**src/rtl/mem_stream_reader_pkg.sv**
```systemverilog
// rtl/mem_stream_reader_pkg.sv - shared types and constants for the stream reader
package mem_stream_reader_pkg;

    localparam int WORD_W = 32;

    typedef enum logic [1:0] {
        ST_IDLE   = 2'd0,
        ST_STREAM = 2'd1,
        ST_DRAIN  = 2'd2
    } state_t;

endpackage

```
**src/rtl/mem_stream_reader_if.sv**
```systemverilog
// rtl/mem_stream_reader_if.sv - RAM bus and pixel stream bundle
// Ports (signals):
//   mem_wr_en, mem_addr, mem_data_in : reader -> RAM
//   mem_rd_data, mem_rd_ack          : RAM -> reader (1-cycle read latency)
//   pix_data, pix_valid              : reader -> consumer
//   pix_ready                        : consumer -> reader
// master = reader side, slave = RAM/consumer side.
interface mem_stream_reader_if #(
    parameter int ADDR_BITS = 10
);
    import mem_stream_reader_pkg::*;

    logic                 mem_wr_en;
    logic [ADDR_BITS-1:0] mem_addr;
    logic [WORD_W-1:0]    mem_data_in;
    logic [WORD_W-1:0]    mem_rd_data;
    logic                 mem_rd_ack;
    logic [WORD_W-1:0]    pix_data;
    logic                 pix_valid;
    logic                 pix_ready;

    modport master (
        output mem_wr_en, mem_addr, mem_data_in, pix_data, pix_valid,
        input  mem_rd_data, mem_rd_ack, pix_ready
    );

    modport slave (
        input  mem_wr_en, mem_addr, mem_data_in, pix_data, pix_valid,
        output mem_rd_data, mem_rd_ack, pix_ready
    );

endinterface

```
**src/rtl/mem_stream_reader_sync_fifo.sv**
```systemverilog
// rtl/mem_stream_reader_sync_fifo.sv - small synchronous FIFO used as prefetch buffer
// Ports:
//   clk, rst           : clock, synchronous active-high reset (flushes contents)
//   push, push_data    : write a word (ignored when full)
//   pop                : drop head word (ignored when empty)
//   full, empty, count : occupancy
//   head_data          : head word, 0 while empty
module sync_fifo #(
    parameter int WIDTH = 32,
    parameter int DEPTH = 4
) (
    input  logic                         clk,
    input  logic                         rst,
    input  logic                         push,
    input  logic [WIDTH-1:0]             push_data,
    input  logic                         pop,
    output logic                         full,
    output logic                         empty,
    output logic [$clog2(DEPTH+1)-1:0]   count,
    output logic [WIDTH-1:0]             head_data
);
    localparam int AW = $clog2(DEPTH);
    localparam int CW = $clog2(DEPTH+1);

    logic [WIDTH-1:0] mem [DEPTH];
    logic [AW-1:0]    wr_ptr;
    logic [AW-1:0]    rd_ptr;
    logic             push_ok;
    logic             pop_ok;

    assign full      = (count == CW'(DEPTH));
    assign empty     = (count == '0);
    assign push_ok   = push && !full;
    assign pop_ok    = pop && !empty;
    assign head_data = empty ? '0 : mem[rd_ptr];

    always_ff @(posedge clk) begin
        if (push_ok) begin
            mem[wr_ptr] <= push_data;
        end
    end

    // Pointers wrap naturally because DEPTH is a power of two.
    always_ff @(posedge clk) begin
        if (rst) begin
            wr_ptr <= '0;
            rd_ptr <= '0;
            count  <= '0;
        end else begin
            if (push_ok) wr_ptr <= wr_ptr + 1'b1;
            if (pop_ok)  rd_ptr <= rd_ptr + 1'b1;
            case ({push_ok, pop_ok})
                2'b10:   count <= count + 1'b1;
                2'b01:   count <= count - 1'b1;
                default: count <= count;
            endcase
        end
    end

endmodule

```
**src/rtl/mem_stream_reader.sv**
```systemverilog
// rtl/mem_stream_reader.sv - streams LEN RAM words through a prefetch FIFO, host writes take priority
// Ports:
//   clk, rst            : clock, synchronous active-high reset
//   start               : pulse, begins a stream when idle
//   host_wr/addr/data   : host write request, wins the RAM port that cycle
//   bus (master)        : RAM bus (mem_*) and pixel stream (pix_*)
//   busy                : stream in progress
//   done                : one-cycle pulse after the last word is popped
module mem_stream_reader
    import mem_stream_reader_pkg::*;
#(
    parameter int RAM_ADDR_BITS = 10,
    parameter int BASE_ADDR     = 0,
    parameter int LEN           = 1024,
    parameter int FIFO_DEPTH    = 4
) (
    input  logic                     clk,
    input  logic                     rst,
    input  logic                     start,
    input  logic                     host_wr,
    input  logic [RAM_ADDR_BITS-1:0] host_addr,
    input  logic [WORD_W-1:0]        host_data,
    mem_stream_reader_if.master      bus,
    output logic                     busy,
    output logic                     done
);
    localparam int CNT_W = $clog2(LEN+1);
    localparam int FCW   = $clog2(FIFO_DEPTH+1);
    localparam logic [CNT_W-1:0] LEN_C   = CNT_W'(LEN);
    localparam logic [CNT_W-1:0] LEN_M1  = CNT_W'(LEN-1);
    localparam logic [FCW:0]     DEPTH_C = (FCW+1)'(FIFO_DEPTH);

    state_t                   state, state_nxt;
    logic [RAM_ADDR_BITS-1:0] rd_addr;
    logic [CNT_W-1:0]         issued;
    logic [CNT_W-1:0]         popped;
    logic                     inflight;
    logic                     done_q;
    logic                     rd_issue;
    logic                     last_pop;
    logic                     push;
    logic                     nak;
    logic                     pop;
    logic                     fifo_full;
    logic                     fifo_empty;
    logic [FCW-1:0]           fifo_count;
    logic [FCW:0]             credit;

    // Words already in the FIFO plus the one on its way from the RAM.
    assign credit = {1'b0, fifo_count} + {{FCW{1'b0}}, inflight};
    assign push   = inflight && bus.mem_rd_ack && !fifo_full;
    assign nak    = inflight && !bus.mem_rd_ack;
    assign pop    = bus.pix_valid && bus.pix_ready;

    assign bus.mem_wr_en   = host_wr;
    assign bus.mem_addr    = host_wr ? host_addr : rd_addr;
    assign bus.mem_data_in = host_wr ? host_data : '0;
    assign bus.pix_valid   = !fifo_empty;
    assign busy            = (state != ST_IDLE);
    assign done            = done_q;

    sync_fifo #(
        .WIDTH (WORD_W),
        .DEPTH (FIFO_DEPTH)
    ) u_fifo (
        .clk       (clk),
        .rst       (rst),
        .push      (push),
        .push_data (bus.mem_rd_data),
        .pop       (pop),
        .full      (fifo_full),
        .empty     (fifo_empty),
        .count     (fifo_count),
        .head_data (bus.pix_data)
    );

    always_ff @(posedge clk) begin
        if (rst) state <= ST_IDLE;
        else     state <= state_nxt;
    end

    // A nak cycle issues nothing so the rewound address is re-requested in order.
    // Leaving STREAM waits for the last read to be acked, so DRAIN never sees a nak.
    always_comb begin
        state_nxt = state;
        rd_issue  = 1'b0;
        last_pop  = 1'b0;
        case (state)
            ST_IDLE: begin
                if (start) state_nxt = ST_STREAM;
            end
            ST_STREAM: begin
                rd_issue = !host_wr && !nak && (issued < LEN_C) && (credit < DEPTH_C);
                if ((issued == LEN_C) && !nak) state_nxt = ST_DRAIN;
            end
            ST_DRAIN: begin
                last_pop = pop && (popped == LEN_M1);
                if (last_pop) state_nxt = ST_IDLE;
            end
            default: state_nxt = ST_IDLE;
        endcase
    end

    always_ff @(posedge clk) begin
        if (rst) begin
            rd_addr  <= '0;
            issued   <= '0;
            popped   <= '0;
            inflight <= 1'b0;
            done_q   <= 1'b0;
        end else begin
            inflight <= rd_issue;
            done_q   <= last_pop;
            if ((state == ST_IDLE) && start) begin
                rd_addr <= RAM_ADDR_BITS'(BASE_ADDR);
                issued  <= '0;
                popped  <= '0;
            end else begin
                if (nak) begin
                    rd_addr <= rd_addr - 1'b1;
                    issued  <= issued - 1'b1;
                end else if (rd_issue) begin
                    rd_addr <= rd_addr + 1'b1;
                    issued  <= issued + 1'b1;
                end
                if (pop) popped <= popped + 1'b1;
            end
        end
    end

endmodule

```
**src/flat_wrapper.sv**
```systemverilog
// flat-port wrapper written by rule: the top's interface ports become plain ports
module mem_stream_reader_flat import mem_stream_reader_pkg::*;
#(
    parameter int RAM_ADDR_BITS = 10,
    parameter int BASE_ADDR     = 0,
    parameter int LEN           = 1024,
    parameter int FIFO_DEPTH    = 4
)
  (clk, rst, start, host_wr, host_addr, host_data, busy, done, bus_mem_wr_en, bus_mem_addr, bus_mem_data_in, bus_pix_data, bus_pix_valid, bus_mem_rd_data, bus_mem_rd_ack, bus_pix_ready);
  mem_stream_reader_if #(.ADDR_BITS(10)) bus_i ();
  input  logic clk;
  input  logic rst;
  input  logic start;
  input  logic host_wr;
  input  logic [RAM_ADDR_BITS-1:0] host_addr;
  input  logic [WORD_W-1:0] host_data;
  output logic busy;
  output logic done;
  output wire logic [$bits(bus_i.mem_wr_en)-1:0] bus_mem_wr_en;
  output wire logic [$bits(bus_i.mem_addr)-1:0] bus_mem_addr;
  output wire logic [$bits(bus_i.mem_data_in)-1:0] bus_mem_data_in;
  output wire logic [$bits(bus_i.pix_data)-1:0] bus_pix_data;
  output wire logic [$bits(bus_i.pix_valid)-1:0] bus_pix_valid;
  input wire logic [$bits(bus_i.mem_rd_data)-1:0] bus_mem_rd_data;
  input wire logic [$bits(bus_i.mem_rd_ack)-1:0] bus_mem_rd_ack;
  input wire logic [$bits(bus_i.pix_ready)-1:0] bus_pix_ready;
  assign bus_mem_wr_en = bus_i.mem_wr_en;
  assign bus_mem_addr = bus_i.mem_addr;
  assign bus_mem_data_in = bus_i.mem_data_in;
  assign bus_pix_data = bus_i.pix_data;
  assign bus_pix_valid = bus_i.pix_valid;
  assign bus_i.mem_rd_data = bus_mem_rd_data;
  assign bus_i.mem_rd_ack = bus_mem_rd_ack;
  assign bus_i.pix_ready = bus_pix_ready;
  mem_stream_reader #(.RAM_ADDR_BITS(RAM_ADDR_BITS), .BASE_ADDR(BASE_ADDR), .LEN(LEN), .FIFO_DEPTH(FIFO_DEPTH)) u_core (.clk(clk), .rst(rst), .start(start), .host_wr(host_wr), .host_addr(host_addr), .host_data(host_data), .bus(bus_i), .busy(busy), .done(done));
endmodule
```
**config.mk**
```make
export PLATFORM = sky130hd
export DESIGN_NAME = mem_stream_reader_flat
export DESIGN_NICKNAME = d
export VERILOG_FILES = /design/src/rtl/mem_stream_reader_pkg.sv /design/src/rtl/mem_stream_reader_if.sv /design/src/rtl/mem_stream_reader_sync_fifo.sv /design/src/rtl/mem_stream_reader.sv /design/src/flat_wrapper.sv
export SDC_FILE = /design/constraint.sdc
export NUM_CORES = 1
export LEC_CHECK = 0
export CAP_MARGIN = 25
export CORE_ASPECT_RATIO = 0.6
export CORE_MARGIN = 4
export CORE_UTILIZATION = 45
export DETAILED_ROUTE_END_ITERATION = 10
export DONT_BUFFER_PORTS = 1
export SETUP_SLACK_MARGIN = 0.05
export SLEW_MARGIN = 20
export SYNTH_ARGS = -nofsm -noshare
export SYNTH_HDL_FRONTEND = slang
export SYNTH_HIERARCHICAL = 1
export SYNTH_SLANG_ARGS = --single-unit
export TNS_END_PERCENT = 20
```
**constraint.sdc**
```tcl
create_clock -name clk -period 4.7 [get_ports clk]
set_input_delay 0.235 -clock clk [delete_from_list [all_inputs] [get_ports clk]]
set_output_delay 0.235 -clock clk [all_outputs]
set_load 0.01 [all_outputs]
```
* Word level (Yosys, flattened, before mapping)
Memory sizes are Yosys's and may differ from the RTL's. A register that Yosys moved wholly into a read port is not among the register bits. Cells that the tools add are included.
Storage, ports and cells: flip-flop bits (word level) 43, bits in writable memories 128, input bits 80, output and inout port bits 78, word-level logic and storage cells 75, memories 1
Memory list:
- u_core.u_fifo.mem | words 4, bits a word 32, rd ports 1, clocked after Yosys merged registers in 1, write ports 1, line mem_stream_reader_sync_fifo.sv:25 | logic [WIDTH-1:0] mem [DEPTH];
Cells by class: add/sub/neg operators 10, magnitude comparators 2, eq/ne operators 10, mux-type cells 17, bitwise gates (word level) 1, reductions and logical operators 25
Operators with widths (count):
- 32-bit 2-to-1 mux | 2
- 10-bit 2-to-1 mux | 3
- 11-bit by 1-bit adder with 11-bit output, second input constant | 2
- 11-bit 2-to-1 mux | 2
- 1-bit logical AND | 12
- 11-bit by 10-bit == test with 1-bit output, second input constant | 1
- 11-bit == test, second input constant | 1
- 11-bit less-than comparator, second input constant | 1
- 11-bit by 1-bit subtractor with 11-bit output, second input constant | 1
- 10-bit by 1-bit adder with 10-bit output, second input constant | 1
- 2-bit 2-to-1 mux | 5
- 10-bit by 1-bit subtractor with 10-bit output, second input constant | 1
- 2-bit case mux with 3 select lines | 1
- 3-bit case mux with 2 select lines | 1
- 2-bit nonzero test | 3
- 1-bit zero test | 5
- 2-bit by 1-bit adder with 2-bit output, second input constant | 2
- 3-bit by 1-bit adder with 4-bit output | 1
- 2-bit by 1-bit == test with 1-bit output, second input constant | 2
- 2-bit == test, second input constant | 2
- 4-bit by 3-bit less-than comparator with 1-bit output, second input constant | 1
- 2-bit by 1-bit != test with 1-bit output, second input constant | 2
- 2-bit OR reduction | 2
- 3-bit by 1-bit adder with 3-bit output, second input constant | 1
- other kinds (8) | 10

* Depth between registers and ports, before layout
word-level depth 9, depth in mapped cells 12

* Modules after synthesis
The synthesis kept the hierarchy.
Modules (own cells, without submodules):
- sync_fifo | times used 1, cells each 256, area an instance 5435.2 µm²
- mem_stream_reader | times used 1, cells each 303, area an instance 2376.0 µm²

* Worst setup path before layout
No wires, ideal clock.
path type reg-to-reg, start register u_core.u_fifo.count[0], end register u_core.u_fifo.count[2], setup time 0.070 ns, data arrival time 2.597 ns, setup slack 2.033 ns, stages on the path, launching flop included 13, path buffers 2, cell sequence dfxtp_1 nor3_4 clkbuf_4 nor2b_1 clkbuf_1 o31ai_1 inv_1 ha_1 inv_1 fa_1 xor2_1 or3_1 a21oi_1
On the way: cells in the longest elaborated chain, start to end 6
Ends and longest elaborated chain:
- from (decl) | line mem_stream_reader_sync_fifo.sv:19 | output logic [$clog2(DEPTH+1)-1:0] count,
- from (signal assigned) | line mem_stream_reader_sync_fifo.sv:53 | 2'b10: count <= count + 1'b1;
- from (signal assigned) | line mem_stream_reader_sync_fifo.sv:54 | 2'b01: count <= count - 1'b1;
- from (signal assigned) | line mem_stream_reader_sync_fifo.sv:55 | default: count <= count;
- 3-bit zero test * | line mem_stream_reader_sync_fifo.sv:32 | assign empty = (count == '0);
- net u_core.fifo_empty | line mem_stream_reader.sv:45 | logic fifo_empty;
- 1-bit zero test * | line mem_stream_reader.sv:58 | assign bus.pix_valid = !fifo_empty;
- 1-bit logical AND * | line mem_stream_reader.sv:53 | assign pop = bus.pix_valid && bus.pix_ready;
- net u_core.pop | line mem_stream_reader.sv:43 | logic pop;
- 1-bit logical AND * | line mem_stream_reader_sync_fifo.sv:34 | assign pop_ok = pop && !empty;
- net u_core.u_fifo.pop_ok | line mem_stream_reader_sync_fifo.sv:29 | logic pop_ok;
- 2-bit by 1-bit == test with 1-bit output or 2-bit == test (tied branches) | line mem_stream_reader_sync_fifo.sv:52 | case ({push_ok, pop_ok})
- 3-bit case mux with 2 select lines or 2-bit nonzero test (tied branches)
Mark *: on every way through the listed nets, which the timed path passes. The rest lies on a longest branch. A chain may end at the register's enable or synchronous reset.

* Final worst setup path
start register u_core.inflight, end register u_core.issued[8]
On the way: cells in the longest elaborated chain, start to end 7
Ends and longest elaborated chain:
- from (decl) | line mem_stream_reader.sv:37 | logic inflight;
- from (signal assigned) | line mem_stream_reader.sv:112 | inflight <= rd_issue;
- branches (longest 7 deep; another with 3-bit by 1-bit adder with 4-bit output)
- to (signal assigned) | line mem_stream_reader.sv:121 | issued <= issued - 1'b1;
- to (signal assigned) | line mem_stream_reader.sv:124 | issued <= issued + 1'b1;
- to (decl) | line mem_stream_reader.sv:35 | logic [CNT_W-1:0] issued;
Parallel ways; which one is timed is not known.

==> run metrics <==
outcome finished clean; Worst-path clk slew 70 ps; final net count 672; largest net degree at the start of global routing 46; CP max FO 22; syn_area_per_cell 14.0 um^2; synth unique cells 61; I/O pins 158; Post-synth ARST share 0%; VDD IR max 0.173 mV; CTS tree built; CTS-repair resized insts 0; CTS Buf Count 17; Synth area leaders edfxtp_1 49%, dfxtp_1 12%, mux4_2 9.2%, and2_1 3.0%, nor2b_4 1.9%; 1st-iter DRT viols 269; Hold Fails Final Rpt 0; Final Worst Setup Slack 1890 ps; Worst EP arrival 3100 ps; Non-Filler Instances 824; final wirelength 16,300 um; Placement Cell Area 7930 um^2; Max Cap Viol 0; WL met3 1370 um; Synth Flop Type edfxtp_1; initial antenna violation count 1; Cells after DPL 757; RSZ-0062 raised after global routing false; Fin Clk Skew 11.6 ps; Port Buffers 0; Met2 Routed Length 7590 um; Final Instance Area 8850 um^2; drt drc 0; Root Driver clkbuf_16; gr ovfl total 0; routed len/inst 19.8 um; # rows 36; area of the die 19,600 um^2; first-pass GRT wire length 24,700 um; vias post-DR 4,579; Num Clock Sinks 173; vias in the first global route 4,544; Setup TNS Final 0 ps; leakage power total 2.87 nW; uppermost layer routed met4; final cycle utilization of the critical path 59.8%; Core Region 16,600 um^2; die width 178 um; Worst setup SP type register; HPWL Detailed 10,800 um; GRT Total Usage 16.7%; Setup CP Type register to register; Synth top area share 49.2%; Max-slew headroom 38.3%; Synth warnings 6; wire length on met1 7320 um; drt via density 5.56; sequential fraction of the synthesis area 60.7%; Cells after Synth 559; highest achievable clock rate 0.356 GHz; Cell Pwr Density 359 nW/um^2; Post-Syn Area 7810 um^2; Tmin final 2810 ps; # setup viols final 0; initial core utilization 47.0%; Final Wtd Congestion 0.864; max-slew violations 0; WP data required 4990 ps; CP Capture Type register; CTS Buffer Depth 2; hold_buf cts 34; Post-synth EDFFs 128; Die H 110 um; CTS HTree Levels 4; Routed Antenna Nets 0; # Post-CTS Setup Buffers 0; synthesis-to-finish area growth 13.4%; Pre-antenna DRT Iters 7; Hold WC Path Type input port to register; layout cell share with drive strength beyond 1 17.8%; leading area contributor after synthesis edfxtp_1; Worst-Margin Slew 926 ps; Syn Nets 649; pre-CTS setup slack 1950 ps; register bit count reported by yosys 173; worst skew pair latency 420 ps
-- state kept, by name, indices dropped and copies added, names as in the netlist, named ones only --
| register | count |
|---|---|
| u_core/inflight | 1 |
| u_core/done | 1 |
| u_core/u_fifo/mem | 128 |
| u_core/u_fifo/rd_ptr | 2 |
| u_core/u_fifo/wr_ptr | 2 |
| u_core/popped | 11 |
| u_core/issued | 11 |
| u_core/u_fifo/count | 3 |
| u_core/rd_addr | 10 |
| u_core/state | 2 |
-- cell families (layout without fill, tap and decap cells) --
| group | count (synthesis) | count (layout) | synth area share, % |
|---|---|---|---|
| XOR/XNOR | 25 | 25 | 2.80 |
| AO/OA/AOI/OAI | 62 | 62 | 5.13 |
| other | 0 | 1 | 0 |
| adder cells (fa/ha/maj) | 10 | 10 | 1.70 |
| multiplexers | 43 | 43 | 10.8 |
| AND/OR/NAND/NOR | 199 | 199 | 15.6 |
| buffers and inverters | 47 | 83 | 3.22 |
| flip-flops | 173 | 173 | 60.7 |
-- path summary, 6_finish.rpt --
check	from	slack, ps	to	cells after the start
max	u_core/inflight	1890	u_core/issued[8]	8
min reg2reg	u_core/popped[10]	450	u_core/popped[10]	2
max reg2reg	u_core/inflight	1890	u_core/issued[8]	8
min	rst	30	u_core/u_fifo/wr_ptr[1]	2
-- cells in the mapped netlist, types with 2 or more instances --
cell type	instances
o211ai_1	3
mux4_2	32
xnor2_1	9
mux2_2	9
nor2_1	37
ha_1	9
nor3b_1	2
buf_1	2
nor3b_2	2
and2_1	37
nand2b_1	4
buf_12	3
nor4b_1	3
and3_1	4
o21ai_0	14
buf_2	3
dfxtp_1	45
a31oi_1	2
xor2_1	16
nand4_1	6
nor2b_1	22
nand3b_1	3
and4_2	2
mux2i_1	2
nand2_1	22
a41oi_1	3
edfxtp_1	128
clkbuf_1	21
nor4_1	6
o31ai_1	2
or3_1	8
a211oi_1	2
buf_6	2
inv_1	13
a21oi_1	24
and4_1	2
nand3_1	13
nor2b_4	11
a31o_2	2
and3_2	2
nor3_1	7
-- placed cells by master, fill, tap and decap left out, drive strengths merged, types with 4 or more instances in the layout --
cell and instances:
inv 26, and2 37, nor3 8, nand3 13
clkbuf 18, ha 9, xor2 16, nand2 22
o21ai 14, and3 6, nor3b 4, nand4 6
mux2 9, edfxtp 128, nor4 6, mux4 32
xnor2 9, dfxtp 45, nand2b 4, a21oi 24
or3 10, dlygate4sd3 34, and4 4, nor2 37
nor2b 33
-- metal layers --
layer,vias to the layer above,global-route usage [%]
li1,2127,-
met1,2273,23.3
met2,171,26.1
met3,8,4.74
met4,0,3.92
met5,-,0
-- per-stage QoR --
stage | power [mW] | hold slack (ps) | utilization (%)
6_report | 3.18 | 26.5 | 53.3
5_1_grt | 3.30 | 27.0 | 53.3
4_1_cts | 3.21 | 8.80 | 53.3
3_5_place_dp | 1.79 | 307 | 47.7
3_3_place_gp | 1.79 | 307 | 47.7
2_1_floorplan | 1.78 | 304 | -
-- power by group --
group | internal, mW | switching, mW
logic | 0.0568 | 0.0805
registers | 1.65 | 0.0115
clock network | 0.722 | 0.666
-- final cells by class --
class / instances / area (um^2)
diodes: 1 / 2.50
clock buffers: 18 / 429
clock inverters: 14 / 155
fillers: 1338 / 7770
inverters: 14 / 52.6
multi-input cells: 339 / 2820
flip-flops and latches: 173 / 4750
well taps: 228 / 285
repair buffers: 37 / 363
-- worst max-delay path: stages (launching register included) --
cell,delay (ps)
dfxtp_1,420
nand2b_1,500
xnor2_1,290
ha_1,280
or4_1,400
or3_2,410
a21oi_1,190
xnor2_1,140
nor2_1,60
Note: power is estimated with default switching activity, not from simulation.
